`src/rtl/uart_pkg.sv`:
```
// Shared UART definitions: the frame FSM state encoding (also used by the
// receiver) and the parity sense constants.
package uart_pkg;

  typedef enum logic [2:0] {
    IDLE   = 3'd0,
    START  = 3'd1,
    DATA   = 3'd2,
    PARITY = 3'd3,
    STOP   = 3'd4
  } uart_state_e;

  localparam logic PAR_EVEN = 1'b0;
  localparam logic PAR_ODD  = 1'b1;

endpackage

```
`src/rtl/uart_tx_cfg.sv`:
```
// Configurable UART transmitter: DBIT data bits, optional parity, OS ticks per
// bit, SB_TICK ticks of stop, with a one-entry holding register for gapless frames.
module uart_tx_cfg
  import uart_pkg::*;
#(
  parameter int DBIT       = 8,
  parameter int OS         = 16,
  parameter int SB_TICK    = 16,
  parameter int PARITY_EN  = 0,
  parameter int PARITY_ODD = 0
) (
  input  logic            clk,
  input  logic            reset_n,
  input  logic            s_tick,
  input  logic [DBIT-1:0] tx_data,
  input  logic            tx_valid,
  output logic            tx_ready,
  output logic            tx,
  output logic            tx_busy,
  output logic            tx_done_tick,
  output logic [2:0]      dbg_state
);

  localparam int SW = $clog2((OS > SB_TICK) ? OS : SB_TICK);
  localparam int NW = $clog2(DBIT);
  localparam logic [SW-1:0] OS_LAST = SW'(OS - 1);
  localparam logic [SW-1:0] SB_LAST = SW'(SB_TICK - 1);
  localparam logic [NW-1:0] N_LAST  = NW'(DBIT - 1);
  localparam logic PAR_SENSE = (PARITY_ODD != 0) ? PAR_ODD : PAR_EVEN;

  if (DBIT < 5 || DBIT > 9) begin : g_bad_dbit
    $error("uart_tx_cfg: DBIT must be 5..9");
  end
  if (OS != 8 && OS != 16) begin : g_bad_os
    $error("uart_tx_cfg: OS must be 8 or 16");
  end
  if (SB_TICK != OS && 2 * SB_TICK != 3 * OS && SB_TICK != 2 * OS) begin : g_bad_sb
    $error("uart_tx_cfg: SB_TICK must be OS, 1.5*OS or 2*OS");
  end

  uart_state_e     state_q, state_d;
  logic [SW-1:0]   s_cnt_q, s_cnt_d;
  logic [NW-1:0]   n_cnt_q, n_cnt_d;
  logic [DBIT-1:0] shreg_q, shreg_d;
  logic [DBIT-1:0] hold_data_q, hold_data_d;
  logic            par_q, par_d;
  logic            hold_par_q, hold_par_d;
  logic            hold_full_q, hold_full_d;
  logic            tx_q, tx_d;
  logic            load;

  always_ff @(posedge clk or negedge reset_n) begin
    if (!reset_n) begin
      state_q     <= IDLE;
      s_cnt_q     <= '0;
      n_cnt_q     <= '0;
      shreg_q     <= '0;
      hold_data_q <= '0;
      par_q       <= 1'b0;
      hold_par_q  <= 1'b0;
      hold_full_q <= 1'b0;
      tx_q        <= 1'b1;
    end else begin
      state_q     <= state_d;
      s_cnt_q     <= s_cnt_d;
      n_cnt_q     <= n_cnt_d;
      shreg_q     <= shreg_d;
      hold_data_q <= hold_data_d;
      par_q       <= par_d;
      hold_par_q  <= hold_par_d;
      hold_full_q <= hold_full_d;
      tx_q        <= tx_d;
    end
  end

  always_comb begin
    state_d     = state_q;
    s_cnt_d     = s_cnt_q;
    n_cnt_d     = n_cnt_q;
    shreg_d     = shreg_q;
    hold_data_d = hold_data_q;
    par_d       = par_q;
    hold_par_d  = hold_par_q;
    hold_full_d = hold_full_q;
    tx_d        = tx_q;
    load        = 1'b0;

    case (state_q)
      IDLE: begin
        tx_d = 1'b1;
        load = hold_full_q;
      end
      START: if (s_tick) begin
        if (s_cnt_q == OS_LAST) begin
          s_cnt_d = '0;
          tx_d    = shreg_q[0];
          shreg_d = shreg_q >> 1;
          n_cnt_d = '0;
          state_d = DATA;
        end else begin
          s_cnt_d = s_cnt_q + SW'(1);
        end
      end
      DATA: if (s_tick) begin
        if (s_cnt_q == OS_LAST) begin
          s_cnt_d = '0;
          if (n_cnt_q == N_LAST) begin
            if (PARITY_EN != 0) begin
              tx_d    = par_q;
              state_d = PARITY;
            end else begin
              tx_d    = 1'b1;
              state_d = STOP;
            end
          end else begin
            n_cnt_d = n_cnt_q + NW'(1);
            tx_d    = shreg_q[0];
            shreg_d = shreg_q >> 1;
          end
        end else begin
          s_cnt_d = s_cnt_q + SW'(1);
        end
      end
      PARITY: if (s_tick) begin
        if (s_cnt_q == OS_LAST) begin
          s_cnt_d = '0;
          tx_d    = 1'b1;
          state_d = STOP;
        end else begin
          s_cnt_d = s_cnt_q + SW'(1);
        end
      end
      STOP: if (s_tick) begin
        if (s_cnt_q == SB_LAST) begin
          s_cnt_d = '0;
          load    = hold_full_q;
          state_d = IDLE;
        end else begin
          s_cnt_d = s_cnt_q + SW'(1);
        end
      end
      default: state_d = IDLE;
    endcase

    // A load overrides the state decision so the next start bit follows the
    // stop period (or the idle cycle) on the very same edge.
    if (load) begin
      shreg_d     = hold_data_q;
      par_d       = hold_par_q;
      hold_full_d = 1'b0;
      s_cnt_d     = '0;
      n_cnt_d     = '0;
      tx_d        = 1'b0;
      state_d     = START;
    end

    // Handshake: a word transfers on a clk edge where tx_valid and tx_ready
    // are both high; tx_ready is the registered inverse of hold_full, so a
    // word being loaded and a new word being accepted never share an edge.
    if (tx_valid && !hold_full_q) begin
      hold_full_d = 1'b1;
      hold_data_d = tx_data;
      hold_par_d  = (^tx_data) ^ PAR_SENSE;
    end
  end

  always_comb begin
    tx           = tx_q;
    tx_ready     = !hold_full_q;
    tx_busy      = (state_q != IDLE);
    tx_done_tick = (state_q == STOP) && s_tick && (s_cnt_q == SB_LAST);
    dbg_state    = state_q;
  end

endmodule
```
`config.mk`:
```
export PLATFORM = sky130hd
export DESIGN_NAME = uart_tx_cfg
export DESIGN_NICKNAME = d
export VERILOG_FILES = /design/src/rtl/uart_pkg.sv /design/src/rtl/uart_tx_cfg.sv
export SDC_FILE = /design/constraint.sdc
export NUM_CORES = 1
export LEC_CHECK = 0
export CORE_MARGIN = 4
export CORE_UTILIZATION = 25
export DETAILED_ROUTE_END_ITERATION = 8
export PLACE_DENSITY_LB_ADDON = 0.05
export SYNTH_ARGS = -nofsm -noshare
export SYNTH_HDL_FRONTEND = slang
export SYNTH_SLANG_ARGS = --single-unit
```
`constraint.sdc`:
```
create_clock -name clk -period 2.27 [get_ports clk]
set_input_delay 0.454 -clock clk [delete_from_list [all_inputs] [get_ports clk]]
set_output_delay 0.454 -clock clk [all_outputs]
set_load 0.01 [all_outputs]
```
; Yosys cells after proc, flatten, opt, wreduce, memory -nomap -nowiden
; Index checks and enable logic that the tools add are counted.
[word_totals]
register_bits = 28
in_bits = 12
out_inout_bits = 7
elab_cells = 83
[op_classes]
addsub = 2
n_eq_ne = 17
n_mux = 41
n_reduce_logical = 16
[op_table]
columns = cell, count
row1 = 8-bit two-way mux, 6
row2 = 3-bit two-way mux, 14
row3 = "3-bit != test, second input constant", 10
row4 = 4-bit two-way mux, 4
row5 = 8-bit one-hot mux with 2 select lines, 1
row6 = 3-bit one-hot mux with 5 select lines, 1
row7 = 1-bit two-way mux, 12
row8 = 10-bit AND reduction, 1
row9 = 7-bit AND reduction, 1
row10 = "3-bit by 2-bit equality test with 1-bit output, second input constant", 2
row11 = "3-bit equality test, second input constant", 2
row12 = 3-bit one-hot mux with 2 select lines, 1
row13 = 6-bit AND reduction, 1
row14 = 2-bit nonzero test, 3
row15 = 3-bit nonzero test, 2
row16 = 5-bit nonzero test, 1
row17 = "4-bit by 1-bit adder with 4-bit output, second input constant", 1
row18 = "4-bit equality test, second input constant", 1
row19 = 1-bit one-hot mux with 4 select lines, 1
row20 = 4-bit OR reduction, 1
row21 = "3-bit by 1-bit adder with 3-bit output, second input constant", 1
row22 = "3-bit by 1-bit equality test with 1-bit output, second input constant", 1
row23 = 1-bit logical AND, 3
row24 = 3-bit logical NOT, 1
row25 = 4 further kinds, 4

; Longest topological paths before layout
[depth]
word_depth = 6
mapped_depth = 7
depth_no_buf = 6

; Least setup slack after synthesis
; No wires, ideal clock.
[synth_path]
path_type = flip-flop to flip-flop
from = register n_cnt_q[0]
to = register shreg_q[7]
setup_ns = 0.122
arrival_ns = 1.530
t_required_ns = 2.148
setup_slack_ns = 0.618
stages_incl_launch_ff = 7
path_buffers = 0
period_less_slack_ns = 1.652
path_cell_list = dfrtp_1 > ha_1 > ha_1 > nor3b_4 > nand3_2 > and2_4 > a32o_1
[synth_between]
elab_chain_cells = 3
[synth_rtl]
columns = element, line
row1 = start: declaration, uart_tx_cfg.sv:43  ; logic [NW-1:0] n_cnt_q, n_cnt_d;
row2 = start signal: assignment, uart_tx_cfg.sv:66  ; n_cnt_q <= n_cnt_d;
row3 = 3-bit equality test, uart_tx_cfg.sv:107  ; if (n_cnt_q == N_LAST) begin
row4 = 3-bit != test (no source line), n/a
row5 = 6-bit AND reduction (no source line), n/a
row6 = end signal: assignment, uart_tx_cfg.sv:67  ; shreg_q <= shreg_d;
row7 = end: declaration, uart_tx_cfg.sv:44  ; logic [DBIT-1:0] shreg_q, shreg_d;
; No other way between the ends.
; A chain may end at the register's enable or synchronous reset.

; Worst setup path after layout
[layout_path]
from = register state_q[1] (netlist: dbg_state[1])
to = output tx_busy
[layout_between]
elab_chain_cells = 1
[layout_rtl]
columns = element, line
row1 = start: declaration, uart_tx_cfg.sv:41  ; uart_state_e state_q, state_d;
row2 = start signal: assignment, uart_tx_cfg.sv:64  ; state_q <= state_d;
row3 = 3-bit nonzero test, uart_tx_cfg.sv:170  ; tx_busy = (state_q != IDLE);
row4 = end: declaration, uart_tx_cfg.sv:19  ; output logic tx_busy,
; No other way between the ends.

==> flow_summary.toml <==
[synth]
postSynthNetCount = 129
post_synthesis_cell_area_mm2 = 0.00137
synth-main-ff-cell = "dfrtp_1"
synth_enable_flop_cells = 0
synth_sequential_area_ratio = 0.511
yosys_register_bits = 28
synth_cells = 114
synthDistinctLibCells = 39
postSynthAreaPerCell_um2 = 12.1
synth-async-reset-ratio = 1.00
synth-warning-count = 0

[cells_and_area]
fillcell_total = 543
final_layout_size_suffix_gt1_frac = 0.230
multiInputGateArea_um2 = 619
ff_latch_area_um2 = 702
diodes = 0
layout_commonest_cell = "dfrtp_1"
areaGrowthSynthToFinish_pct = 25.7
final_standard_cell_count_with_taps_included_and_fillers_excluded = 209
stdcell_area_mm2 = 0.00173
final_cell_mix = "dfrtp_1, clkdlybuf4s50_1, mux2_2, buf_4"
final_net_count = 155

[worst_setup_path]
worstReg2RegEnd = "shreg_q[7]"
r2r_slack_ns = 0.51
critical_path.max_fanout = 11
cp.required_ns = 1.82
rr_worst_depth = 6
crit_path_start_kind = "register"
critPathCaptureType = "output port"
reg_to_reg_start = "n_cnt_q[0]"
worst-setup-path-type = "register to output port"
cp.arrival_ns = 1.71

[floorplanning]
coreArea_mm2 = 0.00520
std_cell_rows = 26
floorplan.initialDensity = 0.264
die-width_um = 82.1
chipHeight_um = 82.1
ios = 19
floorplan.die_area_mm2 = 0.00675

[flow_run]
max_cap_violations = 0

[place]
io_port_bufs = 18
place_area_mm2 = 0.00166
dp_cells = 205
routability_driven_placement_congestion_ratio = 0.722
hpwlAfterDp_um = 2070
place_ws_ns = -0.0215

[timing]
grt_setup_unrepaired = "false"
hold_slack_ns = 0.501
hold_viol = 0
period_utilization = 0.955
final-setup-viol-count = 0
final_worst_path_setup_slack_ns = 0.101
worst_clock_skew_ns = 0.00910
minimum_clock_period_ns = 2.17
max_slew.worst_pin.slew_ns = 0.420
fmaxAchievable_mhz = 461
max_slew_margin = 0.720
finalMaxSlewViolations = 0

[worst_hold_path]
min_path_cells = 1
worstHoldPathType = "register to register"
hold_start = "shreg_q[2]"
whs_endpoint = "shreg_q[2]"

[power_and_ir_drop]
leakage_uw = 0.000670
power.density_mw_per_mm2 = 1120
worst_ir_drop_vdd_v = 0.000406

[global_route]
grt_start_max_net_pins = 29
first_global_vias = 1042
grt_antenna_before_repair = 0
grt_pass1_wl_um = 4860
groute.usage.overall = 0.0930
grt.overflow.total = 0

[clock_tree]
htree_num_levels = 1
cts.hold.buffers_added = 0
cts_tree = "done"
insertion_delay_ns = 0.28
numClockSinks = 28
numCtsBuffers = 3
ctsRootBufferMaster = "clkbuf_8"
ctsLongestPathBuffers = 2
worst_setup_hold_path_clk_slew_ns = 0.10

[detailed_routing]
ant_nets = 0
first_iter_violations = 36
detail_route.vias_per_cell = 4.69
drc = 0
wire_per_inst_um = 13.5
wl_um = 2820
route.vias.total = 981
drt_pre_antenna_iters = 4

[run_status]
status = "completed"
[logic make-up after synthesis]
kind of cell	share of synthesized area
compound gates	0.197
simple gates	0.154
flops	0.511
mux	0.0729
buf+inv	0.0382
fa+ha+maj	0.0273
[power breakdown]
part | leakage, uW | switching [uW] | internal, uW
clock network | 0.0000357 | 160 | 236
registers | 0.000333 | 171 | 716
logic | 0.000302 | 274 | 379
total | 0.000670 | 605 | 1330
[registers in the layout, summed over array words and instances (netlist names)]
signal / cells
tx: 1
n_cnt_q: 3
dbg_state: 3
s_cnt_q: 4
shreg_q: 8
hold_full_q: 1
hold_data_q: 8
[stage by stage]
step           setup TNS (ns)   util  total power [uW]
2_1_floorplan               0      -              1350
3_3_place_gp                0  0.318              1550
3_5_place_dp          -0.0215  0.318              1560
4_1_cts                     0  0.332              1980
5_1_grt                     0  0.332              2090
6_report                    0  0.332              1940
[synthesized netlist by cell type, types with 3 or more instances]
library cell / number / area [um^2]
nand2_1: 5 / 18.8
ha_1: 3 / 37.5
nand3_1: 4 / 20.0
mux2_2: 8 / 90.1
o21a_1: 7 / 52.6
nor2_1: 6 / 22.5
a21oi_1: 4 / 20.0
buf_6: 3 / 33.8
dfrtp_1: 27 / 676
o21ai_0: 7 / 35.0
nand4_1: 5 / 31.3
o22a_1: 7 / 61.3
[layer usage]
layer  up-vias  track usage  share of wire
met2        15        0.164           0.49
met5         -            0              0
li1        479            -              -
met4         0       0.0249          0.012
met1       483        0.113           0.46
met3         4       0.0228          0.038
[what timing repair did]
action / 4_1_cts / 5_1_grt
endpoints found under the setup margin: 1 / 0
gates resized for setup: 1 / 0
buffers inserted: 0 / 0
[area by class of cell]
| type | count | area share |
|---|---|---|
| repair buffers | 26 | 0.138 |
| inverters | 2 | 0.00435 |
| clock inverters | 1 | 0.0174 |
| multi-input cells | 79 | 0.359 |
| flip-flops and latches | 28 | 0.407 |
| well taps | 70 | 0.0507 |
| clock buffers | 3 | 0.0239 |
[critical path: stages, from the launching register on]
cell,delay [ns]
dfrtp_1,0.54
or3_4,0.41
clkdlybuf4s50_1,0.49
[worst max path at each step]
stage	end	start
after floorplan	shreg_q[7]	n_cnt_q[0]
after global placement	tx_done_tick	s_tick
after detailed placement	tx_done_tick	s_tick
after CTS	tx_busy	dbg_state[1]
after global routing	tx_busy	dbg_state[1]
final	tx_busy	dbg_state[1]
No activity file was read; power rests on OpenSTA's default activity.
